`config.mk`:
```
export PLATFORM = sky130hd
export DESIGN_NAME = adder_rr_scheduler_flat
export DESIGN_NICKNAME = d
export VERILOG_FILES = /design/src/rtl/adder_rr_scheduler_if.sv /design/src/rtl/adder_rr_scheduler.sv /design/src/flat_wrapper.sv
export SDC_FILE = /design/constraint.sdc
export NUM_CORES = 1
export LEC_CHECK = 0
export CAP_MARGIN = 10
export CORE_ASPECT_RATIO = 1.75
export CORE_UTILIZATION = 40
export DETAILED_ROUTE_END_ITERATION = 16
export GPL_ROUTABILITY_DRIVEN = 0
export HOLD_SLACK_MARGIN = 0.15
export PLACE_DENSITY = 0.77
export SYNTH_ARGS = -nofsm -noshare
export SYNTH_HDL_FRONTEND = slang
export SYNTH_SLANG_ARGS = --single-unit
```
`constraint.sdc`:
```
create_clock -name clk -period 1.7 [get_ports clk]
set_clock_uncertainty 0.05 [all_clocks]
set_input_delay 0.17 -clock clk [delete_from_list [all_inputs] [get_ports clk]]
set_output_delay 0.17 -clock clk [all_outputs]
set_load 0.01 [all_outputs]
```
`src/rtl/adder_rr_scheduler_if.sv`:
```
// ---------------------------------------------------------------------------
// adder_rr_scheduler_if
//   Request/response bundle between the requesters, the result consumer and
//   the shared-adder scheduler.
//
//   Handshake rule (both channels): a transfer happens on a rising clock edge
//   where valid && ready are both high. A source holds valid and its payload
//   stable until that edge. The scheduler's req_ready may depend
//   combinationally on req_valid. rsp_valid/rsp_id/rsp_sum never depend
//   combinationally on any input.
//
//   Signals:
//     req_valid [NUM_REQ]         per-requester request valid   (master -> slave)
//     req_a     [NUM_REQ*DATA_W]  operand A, requester i at [i*DATA_W +: DATA_W]
//     req_b     [NUM_REQ*DATA_W]  operand B, same packing
//     req_ready [NUM_REQ]         per-requester accept, one-hot or zero
//     rsp_valid                   result valid                  (slave -> master)
//     rsp_ready                   consumer accepts result       (master -> slave)
//     rsp_id    [ID_W]            requester that owns the result
//     rsp_sum   [DATA_W+1]        a+b, carry in MSB
// ---------------------------------------------------------------------------
interface adder_rr_scheduler_if #(
    parameter int NUM_REQ = 4,
    parameter int DATA_W  = 8,
    parameter int ID_W    = 2
);
    logic [NUM_REQ-1:0]        req_valid;
    logic [NUM_REQ*DATA_W-1:0] req_a;
    logic [NUM_REQ*DATA_W-1:0] req_b;
    logic [NUM_REQ-1:0]        req_ready;
    logic                      rsp_valid;
    logic                      rsp_ready;
    logic [ID_W-1:0]           rsp_id;
    logic [DATA_W:0]           rsp_sum;

    // Requester/consumer side
    modport master (
        output req_valid, req_a, req_b, rsp_ready,
        input  req_ready, rsp_valid, rsp_id, rsp_sum
    );

    // Scheduler side
    modport slave (
        input  req_valid, req_a, req_b, rsp_ready,
        output req_ready, rsp_valid, rsp_id, rsp_sum
    );
endinterface

```
`src/rtl/adder_rr_scheduler.sv`:
```
// ---------------------------------------------------------------------------
// adder_rr_scheduler
//   Shares one registered DATA_W-bit adder between NUM_REQ requesters.
//   A round-robin arbiter picks one request at a time, the operands are
//   latched, summed one cycle later, and the result is held on a single
//   response channel (tagged with the requester index) until accepted.
//
//   Ports:
//     clk          rising-edge clock
//     rst_n        asynchronous active-low reset
//     bus          request/response bundle (slave side)
//     busy         high whenever the FSM is not IDLE
//     ops_done     completed-response counter, wraps modulo 2^CNT_W
//     dbg_state_o  current FSM state (0=IDLE, 1=EXEC, 2=RESP)
//
//   Sequence: IDLE (grant + latch) -> EXEC (add) -> RESP (hold until
//   rsp_ready) -> IDLE. Best case is one operation every 3 cycles.
// ---------------------------------------------------------------------------
module adder_rr_scheduler #(
    parameter int NUM_REQ = 4,
    parameter int DATA_W  = 8,
    parameter int ID_W    = 2,
    parameter int CNT_W   = 16
) (
    input  logic                 clk,
    input  logic                 rst_n,
    adder_rr_scheduler_if.slave  bus,
    output logic                 busy,
    output logic [CNT_W-1:0]     ops_done,
    output logic [1:0]           dbg_state_o
);

    typedef enum logic [1:0] {
        IDLE = 2'd0,
        EXEC = 2'd1,
        RESP = 2'd2
    } state_t;

    state_t              state_q, state_d;
    logic [DATA_W-1:0]   a_q, b_q;
    logic [ID_W-1:0]     id_q;
    logic [ID_W-1:0]     last_grant_q;
    logic [DATA_W:0]     sum_q;
    logic [CNT_W-1:0]    ops_q;

    // Arbitration results
    logic                any_vld;
    logic                any_hi;
    logic [ID_W-1:0]     low_any;
    logic [ID_W-1:0]     low_hi;
    logic [ID_W-1:0]     winner;
    logic [DATA_W-1:0]   win_a, win_b;

    // FSM control
    logic                load;
    logic                rsp_hs;

    // Round-robin pick: the lowest valid index strictly above last_grant wins;
    // if there is none, wrap around to the lowest valid index overall. The
    // descending scan leaves the lowest matching index in each candidate.
    always_comb begin
        any_vld = 1'b0;
        any_hi  = 1'b0;
        low_any = '0;
        low_hi  = '0;
        for (int i = NUM_REQ - 1; i >= 0; i--) begin
            if (bus.req_valid[i]) begin
                any_vld = 1'b1;
                low_any = ID_W'(i);
                if (ID_W'(i) > last_grant_q) begin
                    any_hi = 1'b1;
                    low_hi = ID_W'(i);
                end
            end
        end
        winner = any_hi ? low_hi : low_any;
    end

    // Operand mux for the winning requester.
    always_comb begin
        win_a = '0;
        win_b = '0;
        for (int i = 0; i < NUM_REQ; i++) begin
            if (winner == ID_W'(i)) begin
                win_a = bus.req_a[i*DATA_W +: DATA_W];
                win_b = bus.req_b[i*DATA_W +: DATA_W];
            end
        end
    end

    // Next-state and handshake outputs.
    always_comb begin
        state_d       = state_q;
        load          = 1'b0;
        rsp_hs        = 1'b0;
        bus.req_ready = '0;
        case (state_q)
            IDLE: begin
                if (any_vld) begin
                    load    = 1'b1;
                    state_d = EXEC;
                    for (int i = 0; i < NUM_REQ; i++) begin
                        bus.req_ready[i] = (winner == ID_W'(i));
                    end
                end
            end
            EXEC: begin
                state_d = RESP;
            end
            RESP: begin
                if (bus.rsp_ready) begin
                    rsp_hs  = 1'b1;
                    state_d = IDLE;
                end
            end
            default: begin
                state_d = IDLE;
            end
        endcase
    end

    always_ff @(posedge clk or negedge rst_n) begin
        if (!rst_n) begin
            state_q      <= IDLE;
            a_q          <= '0;
            b_q          <= '0;
            id_q         <= '0;
            last_grant_q <= ID_W'(NUM_REQ - 1);
            sum_q        <= '0;
            ops_q        <= '0;
        end else begin
            state_q <= state_d;
            if (load) begin
                a_q          <= win_a;
                b_q          <= win_b;
                id_q         <= winner;
                last_grant_q <= winner;
            end
            // Widen before adding so the carry lands in the MSB.
            if (state_q == EXEC) begin
                sum_q <= {1'b0, a_q} + {1'b0, b_q};
            end
            if (rsp_hs) begin
                ops_q <= ops_q + 1'b1;
            end
        end
    end

    // All response outputs come straight from registers.
    assign bus.rsp_valid = (state_q == RESP);
    assign bus.rsp_id    = id_q;
    assign bus.rsp_sum   = sum_q;
    assign busy          = (state_q != IDLE);
    assign ops_done      = ops_q;
    assign dbg_state_o   = state_q;

endmodule

```
`src/flat_wrapper.sv`:
```
// flat-port wrapper written by rule: the top's interface ports become plain ports
module adder_rr_scheduler_flat 
#(
    parameter int NUM_REQ = 4,
    parameter int DATA_W  = 8,
    parameter int ID_W    = 2,
    parameter int CNT_W   = 16
)
  (clk, rst_n, busy, ops_done, dbg_state_o, bus_req_valid, bus_req_a, bus_req_b, bus_rsp_ready, bus_req_ready, bus_rsp_valid, bus_rsp_id, bus_rsp_sum);
  adder_rr_scheduler_if #(.NUM_REQ(NUM_REQ), .DATA_W(DATA_W), .ID_W(ID_W)) bus_i ();
  input  logic clk;
  input  logic rst_n;
  output logic busy;
  output logic [CNT_W-1:0] ops_done;
  output logic [1:0] dbg_state_o;
  input wire logic [$bits(bus_i.req_valid)-1:0] bus_req_valid;
  input wire logic [$bits(bus_i.req_a)-1:0] bus_req_a;
  input wire logic [$bits(bus_i.req_b)-1:0] bus_req_b;
  input wire logic [$bits(bus_i.rsp_ready)-1:0] bus_rsp_ready;
  output wire logic [$bits(bus_i.req_ready)-1:0] bus_req_ready;
  output wire logic [$bits(bus_i.rsp_valid)-1:0] bus_rsp_valid;
  output wire logic [$bits(bus_i.rsp_id)-1:0] bus_rsp_id;
  output wire logic [$bits(bus_i.rsp_sum)-1:0] bus_rsp_sum;
  assign bus_i.req_valid = bus_req_valid;
  assign bus_i.req_a = bus_req_a;
  assign bus_i.req_b = bus_req_b;
  assign bus_i.rsp_ready = bus_rsp_ready;
  assign bus_req_ready = bus_i.req_ready;
  assign bus_rsp_valid = bus_i.rsp_valid;
  assign bus_rsp_id = bus_i.rsp_id;
  assign bus_rsp_sum = bus_i.rsp_sum;
  adder_rr_scheduler #(.NUM_REQ(NUM_REQ), .DATA_W(DATA_W), .ID_W(ID_W), .CNT_W(CNT_W)) u_core (.clk(clk), .rst_n(rst_n), .bus(bus_i), .busy(busy), .ops_done(ops_done), .dbg_state_o(dbg_state_o));
endmodule
```
## Word-level counts from Yosys, hierarchy flattened

Cells that the tools add are included.
Widths: inputs -> output; s select.

| storage, ports and cells | value |
|---|---|
| register bits after elaboration | 47 |
| input port bits | 71 |
| output and inout bits | 35 |
| word-level logic and storage cells | 66 |

| operators by class | value |
|---|---|
| add/sub/neg operators | 2 |
| magnitude comparators | 4 |
| eq/ne operators | 7 |
| multiplexer cells | 42 |
| reductions and logical operators | 4 |

Operators with widths:

| kind | count |
|---|---|
| $mux 8 | 8 |
| $mux 2 | 15 |
| $add 16x1->16 const B | 1 |
| $mux 1 | 16 |
| $add 8x8->9 | 1 |
| $mux 4 | 2 |
| $eq 2x2->1 const B | 3 |
| $pmux 2 s3 | 1 |
| $eq 2x1->1 const B | 2 |
| $gt 1x2->1 const A | 2 |
| $gt 2x2->1 const A | 2 |
| $logic_not 2->1 | 2 |
| $ne 2x1->1 const B | 1 |
| $ne 2x2->1 const B | 1 |
| $reduce_and 2->1 | 1 |
| $reduce_bool 2->1 | 1 |

## Longest topological paths before layout

Gate-level depths: netlist of run 1.

| logic depth | value |
|---|---|
| depth after elaboration | 15 |
| mapped depth | 8 |
| gate-level depth less buffers | 8 |

## Worst setup path before layout of run 1

Ideal clock, no wire load.

| path | value |
|---|---|
| kind | reg2out |
| from | register u_core.last_grant_q[1] |
| to | output port bus_req_ready[2] |
| arrival time | 1.591 ns |
| slack | -0.111 ns |
| stages on the path, launching flop included | 7 |
| buffers on the path | 3 |
| path through | dfstp_2 -> buf_2 -> o22ai_1 -> a222oi_1 -> buf_4 -> buf_6 -> and3_1 |

| between the ends | value |
|---|---|
| word-level cells in the longest chain between the ends | 13 |
| elaborated cells between the ends (all ways) | 24 |
| those cells by class | order compare: 4; eq/ne: 1; mux: 19 |

Ends and longest elaborated chain:

| what | RTL line | RTL |
|---|---|---|
| start, declared | adder_rr_scheduler.sv:42 | `logic [ID_W-1:0] last_grant_q;` |
| start signal, assigned | adder_rr_scheduler.sv:128 | `last_grant_q <= ID_W'(NUM_REQ - 1);` |
| start signal, assigned | adder_rr_scheduler.sv:137 | `last_grant_q <= winner;` |
| $gt 2x2->1 | adder_rr_scheduler.sv:70 | `if (ID_W'(i) > last_grant_q) begin` |
| $mux 2 or $mux 1 (tied branches) | adder_rr_scheduler.sv:70 |  |
| $mux 2 or $mux 1 (tied branches) | adder_rr_scheduler.sv:67 | `if (bus.req_valid[i]) begin` |
| $mux 2 or $mux 1 (tied branches) | adder_rr_scheduler.sv:70 |  |
| $mux 2 or $mux 1 (tied branches) | adder_rr_scheduler.sv:67 |  |
| $mux 2 or $mux 1 (tied branches) | adder_rr_scheduler.sv:70 |  |
| $mux 2 or $mux 1 (tied branches) | adder_rr_scheduler.sv:67 |  |
| $mux 2 or $mux 1 (tied branches) | adder_rr_scheduler.sv:70 |  |
| $mux 2 or $mux 1 (tied branches) | adder_rr_scheduler.sv:67 |  |
| $mux 2 * | adder_rr_scheduler.sv:76 | `winner = any_hi ? low_hi : low_any;` |
| $eq 2x2->1 * | adder_rr_scheduler.sv:103 | `bus.req_ready[i] = (winner == ID_W'(i));` |
| $mux 4 * | adder_rr_scheduler.sv:99 | `if (any_vld) begin` |
| $mux 4 * | adder_rr_scheduler.sv:97 | `case (state_q)` |
| end, declared | flat_wrapper.sv:20 | `output wire logic [$bits(bus_i.req_ready)-1:0] bus_req_ready;` |

Every way passes the cells marked *; elsewhere a longest branch is shown, timed or not.

## Worst setup path after layout of run 1

Ends and elaborated chain as after synthesis.

==> results of run 1 <==
state kept, by name (all words and copies together) (netlist names):
| signal | count |
|---|---|
| u_core.ops_done | 16 |
| u_core.bus.rsp_sum | 9 |
| u_core.a_q | 8 |
| u_core.b_q | 8 |
| u_core.bus.rsp_id | 2 |
| u_core.dbg_state_o | 2 |
| u_core.last_grant_q | 2 |
placed cells by master (no fill, tap or decap), types with 5 or more instances in the layout:
cell and n:
clkdlybuf4s50_1 97, o21ai_0 21, xnor2_1 11, clkbuf_16 5
nand2b_1 5, xor2_1 7, o221ai_2 17, a211oi_1 8
nand2_1 19, a211oi_2 10, dfrtp_1 45, inv_1 7
or3_1 15, ha_1 6, nor2_1 11, a21oi_2 6
buf_4 50, a21oi_1 15
synth_stat cells (2+ instances only):
cell / n
nor2_1: 13
ha_1: 9
and4_1: 2
o22ai_1: 2
and3_1: 2
buf_2: 9
nor3_1: 2
o221ai_1: 7
nand3_1: 5
or3_1: 15
xnor2_1: 12
o221ai_2: 10
a21o_1: 4
dfrtp_1: 45
nand2b_1: 6
o21a_1: 4
dfstp_2: 2
nor2b_1: 4
clkbuf_1: 4
buf_4: 3
o21ai_0: 27
a211oi_1: 19
xor2_1: 7
a21oi_1: 21
nand2_1: 21
inv_1: 9
nand4_1: 3
layout make-up:
class                      instances  area [µm²]  area share [%]
clock buffer                       6       138.9           2.920
clock inverter                     1       5.005          0.1052
inverter                          10       37.54          0.7893
multi-input combinational        212        1747           36.73
sequential                        47        1179           24.78
tap                               82       102.6           2.157
timing repair buffer             163        1546           32.52
kinds of logic after synthesis:
group / count (synthesis) / synth area share [%]
muxes: 2 / 0.7633
and+or+nand+nor: 78 / 14.73
AOI/OAI and AO/OA: 103 / 26.76
DFF: 47 / 42.30
adders and majority gates: 10 / 4.760
buffers and inverters: 27 / 4.714
xor gates and xnor gates: 19 / 5.972
per-stage QoR:
stage               hold WS [ps]  instance area [µm²]  setup slack (ps)  utilization [%]
finish                     321.9                 4756            -357.3            71.66
global placement           89.21                 4222            -637.7            63.61
floorplan                 -175.6                 2814            -89.25                -
detailed placement         103.9                 4222            -634.1            63.61
global route               373.9                 4756            -438.5            71.66
CTS                        336.2                 4619            -352.8            69.61
repair_timing:
action                                  CTS  global route
hold endpoints to repair                 18             0
buffers inserted                          9             1
endpoints found under the setup margin   29            32
pin swaps                                18             9
resized for setup                        51            28
hold buffers                              1             0
cloned                                    1             0
per-layer routing:
metal / GRT usage [%] / vias to the layer above
met3: 3.862 / 27
met2: 45.76 / 117
li1: - / 1372
met5: 0 / -
met4: 12.17 / 0
met1: 30.06 / 1414
power by group through the flow:
stage	sequential (mW)	combinational (mW)	clock (mW)
floorplan	1.94	2.54	0
global placement	1.89	4.36	0
detailed placement	1.90	4.48	0
CTS	1.90	5.06	1.00
global route	1.96	5.97	1.04
finish	1.93	5.48	0.996
worst min path at each step:
stage                              end  cells past startpoint   from
floorplan                u_core.a_q[0]                      0  rst_n
global placement    u_core.ops_done[8]                      1  rst_n
detailed placement  u_core.ops_done[6]                      1  rst_n
CTS                 u_core.ops_done[1]                      2  rst_n
global route        u_core.ops_done[5]                      2  rst_n
finish              u_core.ops_done[5]                      2  rst_n
==> metrics, run 1 <==
Synth async-reset ratio 100.0%; Final ANT Viol Nets 0; CP Launch Type flip-flop; Reg2Reg Launch Point u_core.last_grant_q[1]; leading area contributor after synthesis dfrtp_1; WL/cell 17.36 µm; CTS tree done; Crit-path slowest cell dfstp_2; reg-to-reg slack, setup -300 ps; IO Count 106; Mapped Cells 286; Mapped Area 0.002786 mm²; Top Metal Used met4; fill cell count 515; CTS Buf Count 5; Worst-path clk slew 60 ps; Pre-Repair DR Iteration Count 4; layout cells sized above 1 30.07%; Setup Viol. Count Final 24; post-synth top area share 40.41%; CP Max Fanout 4; Max Buffers Root-to-Sink 2; Tcrit/Tclk final 121.0%; Worst Setup SP u_core.last_grant_q[1]; Design Power 8.397 mW; Syn. warnings 0; Ant. Diodes 0; CP Capture Type primary output; critical path class reg -> out; unrepaired setup endpoints after global routing true; Tightest Pin Transition 635.5 ps; clock network fraction of design power 11.9%; CP top delay family flip-flops; Hold Vio Cnt, Final 0; initial antenna violation count 0; final net count 520; Power Density 1766 mW/mm²; Layout area overhead 70.68%; Core Area 0.006636 mm²; Die Height 112.4 µm; number of global-route vias before repair 3,058; first-pass GRT wire length 14,420 µm; Crit path arrival time 1840 ps; DR vias 2,930; metal2 WL 4928 µm; non-filler cells in the finished layout 521; Routed WL 9047 µm; DR iter-0 viols 144; Initial Util 41.99%; run status complete, but fails checks; Max Cap Viol 0; final setup TNS -5792 ps; #FFs+latches synth 47; Die X 65.09 µm; Max Slew Vio Count 0; die area 0.007317 mm²; dpl cells 502; largest net degree at the start of global routing 26; Via density 5.624; Max Fclk 486.1 MHz; Met3 Routed Length 408 µm; EDFF count, synth 0; fin crit period 2057 ps; Synth Area per Inst 9.743 µm²; row count 39; Leak 1.936 nW; Seq/Total Area, Yosys 42.30%; worst path required time 1480 ps; clock sink count 47; switching share of total power 40.51%; Critical Path Most Common Cell buf_6; Post-synth top flop dfrtp_1; # port buffers 105; clock latency on the worst-skew pair 290 ps; Pint 4.995 mW; crit path cell chain o22ai_1 -> a222oi_1 -> buf_4 -> buf_6 -> and3_4 -> buf_6; Synth area leaders dfrtp_1 (40%), o221ai_2 (5.4%), a211oi_1 (5.1%), o21ai_0 (4.8%), ha_1 (4.0%); net switching power 3.402 mW; drt drc 0; CTS root buffer clkbuf_16; peak supply drop 1.274 mV; Worst Path Buf+Inv 3; H-tree Lvls 2; Net Count, Synth 367; reg2reg end u_core.a_q[3]; Setup crit end bus_req_ready[2]; worst hold path type in -> async; Flop pwr share 22.9%; PnR worst setup slack -357.3 ps; CP Depth 6; Gate power share 65.2%; GRT overflow 0; HPWL after detailed placement 6302 µm; met1 WL 3389 µm; Max-slew headroom 57.63%; violated checks setup timing; synth unique cells 46; R2R depth 9; Tot GR Track Use 25.97%; Crit path largest cell delay 580 ps
Power figures use the tool's default switching activity.
==> run 2, diff against run 1 <==
Settings changed: CELL_PAD_IN_SITES_DETAIL_PLACEMENT from default to 1, CELL_PAD_IN_SITES_GLOBAL_PLACEMENT from default to 1, CORE_UTILIZATION 40 to 30, CTS_CLUSTER_DIAMETER from default to 200, PLACE_DENSITY 0.77 to default, PLACE_DENSITY_LB_ADDON from default to 0.1.
==> run 2 against run 1 <==
  * The flow still finishes with violations (setup timing)
  * Via count increased by 2.0%
  * Total power increased by 12%
  * Register-to-register slack about the same
  * Critical path depth unchanged
  * Fmax decreased by 1.2%
  * Sequential cell count unchanged
  * First-iteration DRC count decreased by 66%
  * Worst hold slack improved by 27 ps
  * Highest routed layer unchanged
==> metrics, run 2 (synthesis gave the netlist of run 1 again) <==
run status complete, but fails checks; violated checks setup timing; Placement Cell Area 0.004397 mm² (+4.1%); Crit path arrival time 1860 ps (+20 ps); GRT overflow 0 (unchanged); DR vias 2,989 (+2.0%); crit path cell chain o22ai_2 -> a222oi_1 -> buf_4 -> nand2_2 -> nor2_2 -> buf_2; Core Area 0.009036 mm² (+36%); first-pass GRT wire length 16,950 µm (+18%); H-tree Lvls 2 (unchanged); Flop pwr share 21.1% (-1.8 points); WL/cell 18.77 µm (+8.1%); # port buffers 105 (unchanged); Final ANT Viol Nets 0 (unchanged); IO Count 106 (unchanged); number of global-route vias before repair 3,251 (+6.3%); Reg2Reg Launch Point u_core.last_grant_q[0]; dpl cells 552 (+10%); number of flip-flops in the largest register 16 (unchanged); initial antenna violation count 2 (+2); worst hold path type in -> async; R2R depth 8 (-1); Max Cap Viol 0 (unchanged); reg2reg end u_core.a_q[4]; Pre-Repair DR Iteration Count 4 (unchanged); DR iter-0 viols 49 (-66%); switching share of total power 40.37% (-0.14 points); net switching power 3.806 mW (+12%); HPWL after detailed placement 7885 µm (+25%); Setup Viol. Count Final 28 (+17%); clock latency on the worst-skew pair 290 ps (about the same); Crit-path slowest cell dfstp_2; Max Fclk 480.1 MHz (-1.2%); Power Density 1841 mW/mm² (+4.2%); reg-to-reg slack, setup -290 ps (about the same); CTS root buffer clkbuf_16; critical path class reg -> out; CP Launch Type flip-flop; CTS Buf Count 5 (unchanged); drt drc 0 (unchanged); Gate power share 66.6% (+1.4 points); Max Slew Vio Count 0 (unchanged); Crit path largest cell delay 580 ps (about the same); PnR worst setup slack -382.9 ps (-25.67 ps); final net count 539 (+3.7%); Worst Path Buf+Inv 2 (-1); CP Max Fanout 4 (unchanged); Max Buffers Root-to-Sink 2 (unchanged); Initial Util 30.84% (-11 points); Hold Vio Cnt, Final 0 (unchanged); commonest non-fill, non-tap cells in the layout clkdlybuf4s50_1 (98), buf_4 (57), dfrtp_1 (44); Leak 2.077 nW (+7.2%); CP Capture Type primary output; largest net degree at the start of global routing 48 (+85%); layout cells sized above 1 35.51% (+5.4 points); worst path required time 1480 ps (about the same); commonest non-fill, non-tap cell in the layout clkdlybuf4s50_1; Die X 74.85 µm (+15%); row count 46 (+18%); Tightest Pin Transition 466.4 ps (-169.0 ps); Max-slew headroom 68.90% (+11 points); CP top delay family flip-flops; clock sink count 47 (unchanged); unrepaired setup endpoints after global routing true; Die Height 129.5 µm (+15%); peak supply drop 0.9389 mV (-26%); CTS tree done; fin crit period 2083 ps (+25.67 ps); Design Power 9.428 mW (+12%); Via density 5.145 (-8.5%); Tot GR Track Use 23.81% (-2.2 points); Pint 5.622 mW (+13%); clock network fraction of design power 12.3% (+0.4 points); Tcrit/Tclk final 122.5% (+1.5 points); final instance area 0.005122 mm² (+7.7%); Layout area overhead 83.83%; non-filler cells in the finished layout 581 (+12%); final setup TNS -5816 ps (-24.22 ps); die area 0.009692 mm² (+32%); Worst-path clk slew 70 ps (about the same); Routed WL 10,900 µm (+21%); Worst Hold Slack 349.1 ps (+27.15 ps)
==> run 2: how the worst max path moves through the flow <==
stage,start,to,slack (ps),cells after the start
finish,u_core.last_grant_q[1],bus_req_ready[0],-380,6
detailed placement,bus_req_valid[1],bus_req_ready[2],-910,7
global placement,bus_req_valid[1],bus_req_ready[2],-840,7
floorplan,u_core.last_grant_q[0],bus_req_ready[2],-90,7
CTS,u_core.last_grant_q[0],bus_req_ready[0],-340,7
global route,u_core.last_grant_q[0],bus_req_ready[0],-520,7
==> run 2: power groups by stage <==
stage                     sequential [mW]  clock [mW]  combinational [mW]
after floorplan                      1.94           0                2.54
after global routing                 2.03        1.23                6.85
after CTS                            1.98        1.18                5.73
final                                1.99        1.16                6.28
after global placement               1.93           0                4.68
after detailed placement             1.95           0                4.79
==> run 2: worst min-delay path: cells and delay by family <==
kind,cells,cell delay [ps]
buffers and inverters,3,900
==> run 2: timing repair <==
item	CTS	global route
gates resized for setup	83	37
setup buffers	14	8
hold buffers	1	0
pin swaps	23	18
hold endpoints to repair	47	0
setup endpoints to repair	29	32
gates cloned	1	0
==> run 2: metrics by stage <==
step	util, %	setup WS, ps
after floorplan	-	-89.25
after global placement	48.66	-840.6
after detailed placement	48.66	-912.4
after CTS	54.32	-340.3
after global routing	56.69	-522.4
final	56.69	-382.9
==> run 2: metal layers <==
metal  vias to the layer above  GRT usage (%)  share of wire, %
li1                       1406              -                 -
met1                      1484          22.94                33
met2                        80          46.95                60
met3                        19          3.577               3.4
met4                         0          10.99               3.7
met5                         -              0                 0
==> run 2: cell type report <==
class                   instances  area (µm²)
fillers                      1009        3914
multi-input cells             212        1822
repair buffers                182        1752
flip-flops and latches         47        1180
well taps                     120       150.1
clock buffers                   6       138.9
inverters                      10       40.04
clock inverters                 2       35.03
diodes                          2       5.005
==> run 3, diff against run 2 <==
Settings changed: SLEW_MARGIN from default to 15.
==> results of run 3 <==
Same layout as run 2: the final DEF is identical, and so are final timing and power.
